--- src/rtl/adder_pkg.sv ---
// Shared definitions for the adder result queue: adder width, result record, default depth.
// Latency: n/a (package only).
// Backpressure: n/a (package only).
package adder_pkg;

  localparam int ADDER_W       = 4;
  localparam int REC_W         = ADDER_W + 2;
  localparam int DEFAULT_DEPTH = 4;

  // One stored adder result; packed so REC_W matches $bits(result_t).
  typedef struct packed {
    logic [ADDER_W-1:0] sum;
    logic               carryout;
    logic               overflow;
  } result_t;

endpackage

--- src/rtl/adder_result_queue_sat_counter.sv ---
// Saturating up-counter with synchronous clear; clear coincident with inc yields 1.
// Latency: value updates on the edge after inc/clr.
// Backpressure: none; holds at all-ones instead of wrapping.
// Ports: clk, reset (sync, active-high), inc, clr, value[WIDTH-1:0].
module sat_counter #(
  parameter int WIDTH = 8
) (
  input  logic             clk,
  input  logic             reset,
  input  logic             inc,
  input  logic             clr,
  output logic [WIDTH-1:0] value
);

  localparam logic [WIDTH-1:0] MAX_VAL = '1;

  always_ff @(posedge clk) begin
    if (reset) begin
      value <= '0;
    end else if (clr) begin
      // The event arriving in the clearing cycle is counted, not lost.
      value <= inc ? WIDTH'(1) : '0;
    end else if (inc && (value != MAX_VAL)) begin
      value <= value + WIDTH'(1);
    end
  end

endmodule

--- src/rtl/adder_result_queue.sv ---
// Register-array FIFO of adder results {sum, carryout, overflow} plus saturating overflow count.
// Latency: one cycle from push edge to out_valid; no bypass path.
// Backpressure: in_ready = count < DEPTH (independent of out_ready); producer holds data when low.
// Ports: clk, reset (sync, active-high); in_valid/in_ready/in_sum/in_carryout/in_overflow;
//        out_valid/out_ready/out_sum/out_carryout/out_overflow; count; ovf_count; ovf_clear.
// DEPTH must be a power of two in 2..16 so the pointers wrap by natural overflow.
module adder_result_queue
  import adder_pkg::*;
#(
  parameter int DEPTH     = DEFAULT_DEPTH,
  parameter int OVF_CNT_W = 8
) (
  input  logic                     clk,
  input  logic                     reset,
  input  logic                     in_valid,
  output logic                     in_ready,
  input  logic [ADDER_W-1:0]       in_sum,
  input  logic                     in_carryout,
  input  logic                     in_overflow,
  output logic                     out_valid,
  input  logic                     out_ready,
  output logic [ADDER_W-1:0]       out_sum,
  output logic                     out_carryout,
  output logic                     out_overflow,
  output logic [$clog2(DEPTH):0]   count,
  output logic [OVF_CNT_W-1:0]     ovf_count,
  input  logic                     ovf_clear
);

  localparam int PTR_W = $clog2(DEPTH);
  localparam int CNT_W = PTR_W + 1;

  result_t          mem [DEPTH];
  result_t          in_rec;
  result_t          head;
  logic [PTR_W-1:0] wr_ptr;
  logic [PTR_W-1:0] rd_ptr;
  logic [CNT_W-1:0] occ;
  logic             push;
  logic             pop;

  // Both handshakes are functions of registered occupancy only.
  assign in_ready  = (occ < CNT_W'(DEPTH));
  assign out_valid = (occ != '0);
  assign push      = in_valid & in_ready;
  assign pop       = out_valid & out_ready;
  assign count     = occ;

  assign in_rec = '{sum: in_sum, carryout: in_carryout, overflow: in_overflow};

  always_ff @(posedge clk) begin
    if (reset) begin
      wr_ptr <= '0;
      rd_ptr <= '0;
      occ    <= '0;
    end else begin
      if (push) wr_ptr <= wr_ptr + PTR_W'(1);
      if (pop)  rd_ptr <= rd_ptr + PTR_W'(1);
      case ({push, pop})
        2'b10:   occ <= occ + CNT_W'(1);
        2'b01:   occ <= occ - CNT_W'(1);
        default: occ <= occ;
      endcase
    end
  end

  // Storage is not reset: stale entries are never visible because outputs are gated by out_valid.
  always_ff @(posedge clk) begin
    if (!reset && push) begin
      mem[wr_ptr] <= in_rec;
    end
  end

  assign head         = mem[rd_ptr];
  assign out_sum      = out_valid ? head.sum      : '0;
  assign out_carryout = out_valid ? head.carryout : 1'b0;
  assign out_overflow = out_valid ? head.overflow : 1'b0;

  sat_counter #(
    .WIDTH (OVF_CNT_W)
  ) u_ovf_cnt (
    .clk   (clk),
    .reset (reset),
    .inc   (push & in_overflow),
    .clr   (ovf_clear),
    .value (ovf_count)
  );

endmodule

--- config.mk ---
export PLATFORM = sky130hd
export DESIGN_NAME = adder_result_queue
export DESIGN_NICKNAME = d
export VERILOG_FILES = /design/src/rtl/adder_pkg.sv /design/src/rtl/adder_result_queue_sat_counter.sv /design/src/rtl/adder_result_queue.sv
export SDC_FILE = /design/constraint.sdc
export NUM_CORES = 1
export LEC_CHECK = 0
export CORE_ASPECT_RATIO = 0.5
export CORE_MARGIN = 3
export CORE_UTILIZATION = 48
export DETAILED_ROUTE_END_ITERATION = 7
export PLACE_DENSITY = 0.73
export SLEW_MARGIN = 20
export SYNTH_ARGS = -nofsm -noshare
export SYNTH_HDL_FRONTEND = slang
export SYNTH_SLANG_ARGS = --single-unit
--- constraint.sdc ---
create_clock -name clk -period 6.2 [get_ports clk]
set_input_delay 0.62 -clock clk [delete_from_list [all_inputs] [get_ports clk]]
set_output_delay 0.62 -clock clk [all_outputs]
set_load 0.005 [all_outputs]
* Yosys cells after proc, flatten, opt, wreduce, memory -nomap -nowiden
Memories as Yosys holds them, arrays and structs flattened. A register that Yosys moved wholly into a read port is not among the register bits. Cells that the tools add are included. Widths: inputs -> output; s select.
Storage, ports and cells: bits in registers 15, memory bits (writable) 24, input bits 11, output and inout bits 19, word-level logic and storage cells 34, memories kept 1
Cells by class: add/sub/neg operators 5, magnitude comparators 1, equality and inequality tests 3, mux-type cells 11, bitwise operators 3, reduce and logical (&&, ||, !) cells 6
Memories:
- mem | depth 4, bits a word 6, read ports 1, clocked after memory_dff 1, write ports 1, RTL line adder_result_queue.sv:33 | result_t mem [DEPTH];
Operator list (count):
- $mux 8 | 2
- $add 8x1->8 const B | 1
- $ne 8x8->1 const B | 1
- $pmux 3 s2 | 1
- $mux 1 | 5
- $add 2x1->2 const B | 2
- $mux 2 | 2
- $mux 4 | 1
- $reduce_bool 2->1 | 2
- $add 3x1->3 const B | 1
- $and 1x1->1 | 3
- $lt 3x3->1 const B | 1
- $reduce_bool 3->1 | 1
- $sub 3x1->3 const B | 1
- $eq 2x1->1 const B | 1
- $eq 2x2->1 const B | 1
- $logic_and 1x1->1 | 2
- $logic_not 1->1 | 1

* Logic depth before layout (Yosys ltp)
Gate-level depths: netlist of run 1.
depth after elaboration 6, depth in mapped cells 9, mapped depth without buffers 8

* By module
From an unflattened synthesis of run 1, not the netlist that was laid out.
Unflattened totals: cell total of the unflattened synthesis 145, area, all modules 1819.2 sq um
Modules (own cells, without submodules):
- adder_result_queue | times used 1, cells each 92, area an instance 1375.1 sq um, sequential area each 900.9 sq um
- sat_counter | times used 1, cells each 53, area an instance 444.2 sq um, sequential area each 160.2 sq um

* Least setup slack after synthesis of run 1
OpenSTA, ideal clock, no wires.
path type in2reg, from input in_valid, to register occ[2] (netlist: count[2]), setup time 71 ps, data arrival time 1993 ps, data required time 6129 ps, slack 4136 ps, cell stages on the path 8, path buffers 0, cell sequence nor2b_1 inv_1 ha_1 inv_1 fa_1 xor2_1 or3_1 a21oi_1
Between the ends: longest elaborated chain between the ends 3, elaborated cells on any way between the ends 5, classes of those cells 2 x eq/ne; 1 x mux; 1 x bitwise; 1 x reduce/logical
RTL lines:
- start: declaration | RTL line adder_result_queue.sv:15 | input logic in_valid,
- $and 1x1->1 (*) | RTL line adder_result_queue.sv:45 | assign push = in_valid & in_ready;
- $eq 2x1->1 / $eq 2x2->1 (equally long branches) | RTL line adder_result_queue.sv:59 | case ({push, pop})
- $pmux 3 s2 / $reduce_bool 2->1 (equally long branches)
- end signal: assignment | RTL line adder_result_queue.sv:60 | 2'b10: occ <= occ + CNT_W'(1);
- end signal: assignment | RTL line adder_result_queue.sv:61 | 2'b01: occ <= occ - CNT_W'(1);
- end: declaration | RTL line adder_result_queue.sv:38 | logic [CNT_W-1:0] occ;
Every way passes the cells marked *; elsewhere a longest branch is shown, timed or not. A chain may end at the register's enable or synchronous reset.

==> metrics.cfg, run 1 <==
[outcome]
outcome=completed

[floorplanning]
start_util_pct=54.72
die_w_um=92.19
core_sq_mm=0.003258
chipHeight_um=49.10
rows=14
pin_count=30
die_area_sq_mm=0.004526

[worst_setup_path]
cp-end-kind=output pin
cp_max_fo=6
start_kind=flop
required_ns=5.58
reg2reg_from=count[2]$_SDFFE_PP0P_
arrival_ns=2.05
path_class=reg -> out

[yosys]
synth_area_per_cell_sq_um=13.51
synth_most_common_cell=edfxtp_1
synth-async-reset-ratio_pct=0
synthCells=132
netlist_area_sq_mm=0.001783
synth_seq_cells=41
ys_types=32
synth_area_leader_cell=edfxtp_1
synth-edff-count=24
ys_seq_area_share_pct=59.51
synthFlopType=edfxtp_1
synth_warnings=0
syn_nets=150
yosys-top-cells-count=24 x edfxtp_1, 17 x dfxtp_1, 16 x nor2_1
netlist.area_leader.share_pct=40.42
ys_top_cells_by_area=edfxtp_1 40%, dfxtp_1 19%, mux4_2 7.6%

[cts]
cts_tree=done
clk_pin_slew_ns=0.08
htreeDepth=2
cts_inserted_buffers=5
cts_setup_buffers=0
cts_resized=0
cts.sinks=41
clk_latency_ns=0.29
cts-root-buf=clkbuf_8
clk_path_buf_depth=2
ctsHoldBuffers=0

[power_and_ir_drop]
finalPower_uw=771.2
power_leakage_uw=0.0007720
ir_drop_mv=0.1413
power_density_mw_per_mm2=352.4

[sta]
timing.fmax_mhz=375.1
setup_slack_ns=3.534
relSlewSlack_pct=72.91
fin_crit_ns=2.666
finalHoldViolations=0
fin_skew_ns=0.008944
finalMaxSlewViolations=0
post-route-period-util_pct=43.00
fin_tns_setup_ns=0
rsz0062_at_grt=false
tightest_slew_ns=0.4051
setup_violations=0

[global_route]
grt_pass1_wl_mm=5.202
grt_max_degree=14
antenna_found_initial=0
grt_use_total_pct=14.99
grt_pass1_vias=1087
grt_overflow=0

[final_layout]
drive_gt1_share_pct=10.37
fillers=258
insertedDiodeCount=0
final_cells=212
final_nets=181
final_util_pct=67.17
syn_to_final_growth_pct=22.74

[detailed_routing]
vias=1089
wl_mm=3.099
post_drt_wl_per_cell_um=14.62
vias_per_cell=5.137
drt_first_iter_violations=55
dr.pass1.iters=4
drc_errors=0
ant_nets=0

[placed_design]
place_ws_ns=3.614
gp_congestion=0.8356
placed_cells=204
placement.io_buffers=29
dp_hpwl_mm=2.279

[job]
drv_cap=0

[worst_hold_path]
hp-start=u_ovf_cnt.value[7]$_SDFFE_PP0P_
hold_class=reg -> reg

-- metal layers --
layer | up-vias | global-route usage, % | part of all wire, %
met3 | 4 | 5.239 | 5.2
met4 | 0 | 5.172 | 0.81
met2 | 27 | 25.72 | 49
met1 | 526 | 17.66 | 45
met5 | - | 0 | 0
li1 | 532 | - | -
-- power by group --
| part | switching [uW] | internal (uW) | total (uW) |
|---|---|---|---|
| logic | 100 | 155 | 255 |
| registers | 32.1 | 319 | 351 |
| clock network | 87.0 | 78.0 | 165 |
| total | 219 | 552 | 771 |
-- registers in the layout, summed over array words and instances (netlist names), named ones only --
signal / count
wr_ptr: 2
count: 3
rd_ptr: 2
mem: 24
u_ovf_cnt.value: 8
-- per-stage QoR --
step	hold slack [ns]	instance area, sq um
floorplan	0.4847	1783
global placement	0.4921	2105
detailed placement	0.4955	2105
CTS	0.5162	2188
global route	0.5689	2188
finish	0.5228	2188
-- final cells by class --
cell class	instances	area, sq um	share of cell area [%]
sequential	41	1061	48.48
multi-input combinational	79	666.9	30.47
timing repair buffer	29	290.3	13.26
clock inverter	2	11.26	0.5146
inverter	7	26.28	1.201
clock buffer	6	72.57	3.316
tap	48	60.06	2.744
-- cells in the final DEF (no fill, tap or decap) --
master	count
a21oi_1	5
a2bb2oi_1	1
and2_1	11
and2_4	1
and3_1	2
and3b_1	1
and4_1	1
clkbuf_1	1
clkbuf_8	5
clkdlybuf4s50_1	29
clkinv_1	1
clkinvlp_4	1
dfxtp_1	17
edfxtp_1	24
fa_1	1
ha_1	6
inv_1	7
mux2i_1	1
mux4_2	6
nand3_1	2
nand3b_1	1
nand4_2	1
nor2_1	16
nor2b_1	1
o2111ai_1	2
o211ai_1	2
o211ai_4	1
o21ai_0	2
o21ai_1	1
or2_2	1
or3_1	3
xnor2_1	1
xnor2_2	1
xor2_1	8
-- logic make-up (layout without fill, tap and decap cells) --
| family | count (synthesis) | in the layout | share of synthesized area (%) |
|---|---|---|---|
| xor+xnor | 10 | 10 | 5.334 |
| mux | 7 | 7 | 8.140 |
| fa+ha+maj | 7 | 7 | 5.333 |
| simple gates | 41 | 41 | 12.84 |
| flops | 41 | 41 | 59.51 |
| buf+inv | 12 | 44 | 3.088 |
| compound gates | 14 | 14 | 5.754 |
-- path summary, 6_finish.rpt --
kind	endpoint	slack, ns	depth (start not counted)
setup / recovery	out_overflow	3.53	3
hold / removal	u_ovf_cnt.value[7]$_SDFFE_PP0P_	0.52	2
setup reg to reg	count[2]$_SDFFE_PP0P_	3.98	8
hold reg to reg	u_ovf_cnt.value[7]$_SDFFE_PP0P_	0.52	2
-- worst max-delay path, cell delays in order, from the launching register on --
cell and delay (ns):
dfxtp_1 0.56, mux4_2 0.56, and2_1 0.18, clkdlybuf4s50_1 0.45
Power figures use the tool's default switching activity.
==> inputs of run 2 (changes only) <==
- clock period: 6.2 -> 2.6 ns (I/O delays scaled with it)
==> run 2 against run 1 <==
Count of clock-buffer cells in the layout unchanged. Critical path depth unchanged. Sequential share of layout area decreased by 0.95 points. Wire length decreased by 2.2%. Flip-flop and latch count unchanged. Hold slack got worse by 0.0056 ns. Clock skew decreased by 0.0054 ns. Utilization increased by 1.3 points. Register-to-register slack got worse by 3.6 ns. Sequential power increased by 140%.
==> metrics.cfg, run 2 (synthesis results as in run 1) <==
[sta]
fin_crit_ns=2.271
tightest_slew_ns=0.3952
finalMaxSlewViolations=0
setup_violations=0
timing.fmax_mhz=440.3
fin_tns_setup_ns=0
relSlewSlack_pct=73.62
fin_skew_ns=0.003510
finalHoldViolations=0
post-route-period-util_pct=87.36
rsz0062_at_grt=false

[final_layout]
layout_commonest_cell=clkdlybuf4s50_1
fillers=246
final_cell_mix=29 x clkdlybuf4s50_1, 24 x edfxtp_1, 17 x dfxtp_1, 16 x nor2_1, 11 x and2_1
largest_register_ffs=24
drive_gt1_share_pct=12.12
insertedDiodeCount=0
final_nets=182
syn_to_final_growth_pct=25.19
regMostFlops=mem
final_cells=213

[power_and_ir_drop]
ir_drop_mv=0.4934
switchingPower_uw=516.2
power_density_mw_per_mm2=878.2
p_int_uw=1444
p_clk_share_pct=26.8
switching_share_pct=26.33
combPwrFrac_pct=30.5
p_seq_share_pct=42.7
power_leakage_uw=0.0007954

[detailed_routing]
dr.pass1.iters=4
vias_per_cell=5.202
drt_first_iter_violations=19
vias=1108
ant_nets=0
drc_errors=0
post_drt_wl_per_cell_um=14.23
wl_mm=3.032

[cts]
cts-root-buf=clkbuf_8
cts_inserted_buffers=5
cts_tree=done
clk_path_buf_depth=2
cts.sinks=41
cts_setup_buffers=0
htreeDepth=2
cts_resized=0
clk_latency_ns=0.29
clk_pin_slew_ns=0.08
ctsHoldBuffers=0

[floorplanning]
start_util_pct=54.72
core_sq_mm=0.003258
pin_count=30
chipHeight_um=49.10
die_area_sq_mm=0.004526
die_w_um=92.19
rows=14

[worst_hold_path]
hp-start=u_ovf_cnt.value[7]$_SDFFE_PP0P_
hold_class=reg -> reg

[worst_setup_path]
arrival_ns=2.01
cp-end-kind=output pin
reg2reg_from=count[2]$_SDFFE_PP0P_
required_ns=2.34
path_class=reg -> out
critical-path-slowest-cell=dfxtp_1
max_stage_delay_ns=0.56
start_kind=flop
cp_max_fo=6
crit_chain=mux4_2, and2_1, clkdlybuf4s50_1

[global_route]
antenna_found_initial=0
grt_pass1_vias=1091
grt_max_degree=14
grt_overflow=0
grt_pass1_wl_mm=5.140
grt_use_total_pct=14.94

[placed_design]
gp_congestion=0.8354
dp_hpwl_mm=2.168
placement.io_buffers=29
placed_cells=205

[job]
drv_cap=0

[outcome]
outcome=completed

run 2: changes by cell type in the layout (fill, tap and decap cells not counted):
cell	change
buf_4	+1
bufinv_16	+1
clkbuf_1	-1
clkbuf_8	+1
clkinv_1	-1
run 2: area by class of cell:
type                    count  area [sq um]  share of cell area [%]
clock inverters             2         37.54                   1.682
inverters                   7         26.28                   1.177
flip-flops and latches     41          1061                   47.53
well taps                  48         60.06                   2.691
repair buffers             30         297.8                   13.34
multi-input cells          79         666.9                   29.88
clock buffers               6         82.58                   3.700
run 2: power groups by stage:
stage / clock network, uW / logic [uW] / registers, uW
global route: 574 / 664 / 855
global placement: 0 / 598 / 851
floorplan: 0 / 381 / 818
finish: 526 / 597 / 837
detailed placement: 0 / 608 / 855
CTS: 545 / 609 / 840
run 2: worst paths after layout:
path	endpoint	slack, ns	depth (start not counted)
worst max-delay path	out_sum[2]	0.33	3
worst min-delay path	u_ovf_cnt.value[7]$_SDFFE_PP0P_	0.52	2
worst max register to register	count[2]$_SDFFE_PP0P_	0.40	8
worst min register to register	u_ovf_cnt.value[7]$_SDFFE_PP0P_	0.52	2
run 2: metrics by stage:
| step | power, uW | util (%) | setup slack (ns) | cell area [sq um] | hold slack, ns |
|---|---|---|---|---|---|
| after floorplan | 1199 | - | 0.5766 | 1783 | 0.3589 |
| after global placement | 1450 | 64.82 | 0.4256 | 2112 | 0.4957 |
| after detailed placement | 1462 | 64.82 | 0.3660 | 2112 | 0.4940 |
| after CTS | 1994 | 68.51 | 0.2744 | 2232 | 0.5123 |
| after global routing | 2093 | 68.51 | 0.1891 | 2232 | 0.5681 |
| final | 1960 | 68.51 | 0.3286 | 2232 | 0.5172 |
run 2: worst max-delay path, delay by kind of cell (launching register included):
family	cells	cell delay, ns
buf+inv	1	0.44
simple gates	1	0.17
flops	1	0.56
mux	1	0.56
run 2: per-layer routing:
layer / share of wire (%) / GRT usage (%) / up-vias
li1: - / - / 531
met1: 47 / 17.89 / 531
met2: 46 / 24.52 / 35
met3: 5.7 / 5.239 / 11
met4: 1.9 / 6.650 / 0
met5: 0 / 0 / -
==> inputs of run 3 (changes only) <==
- SLEW_MARGIN: 20 -> default
==> results of run 3 <==
No change in the layout: final DEF, timing and power equal those of run 2.
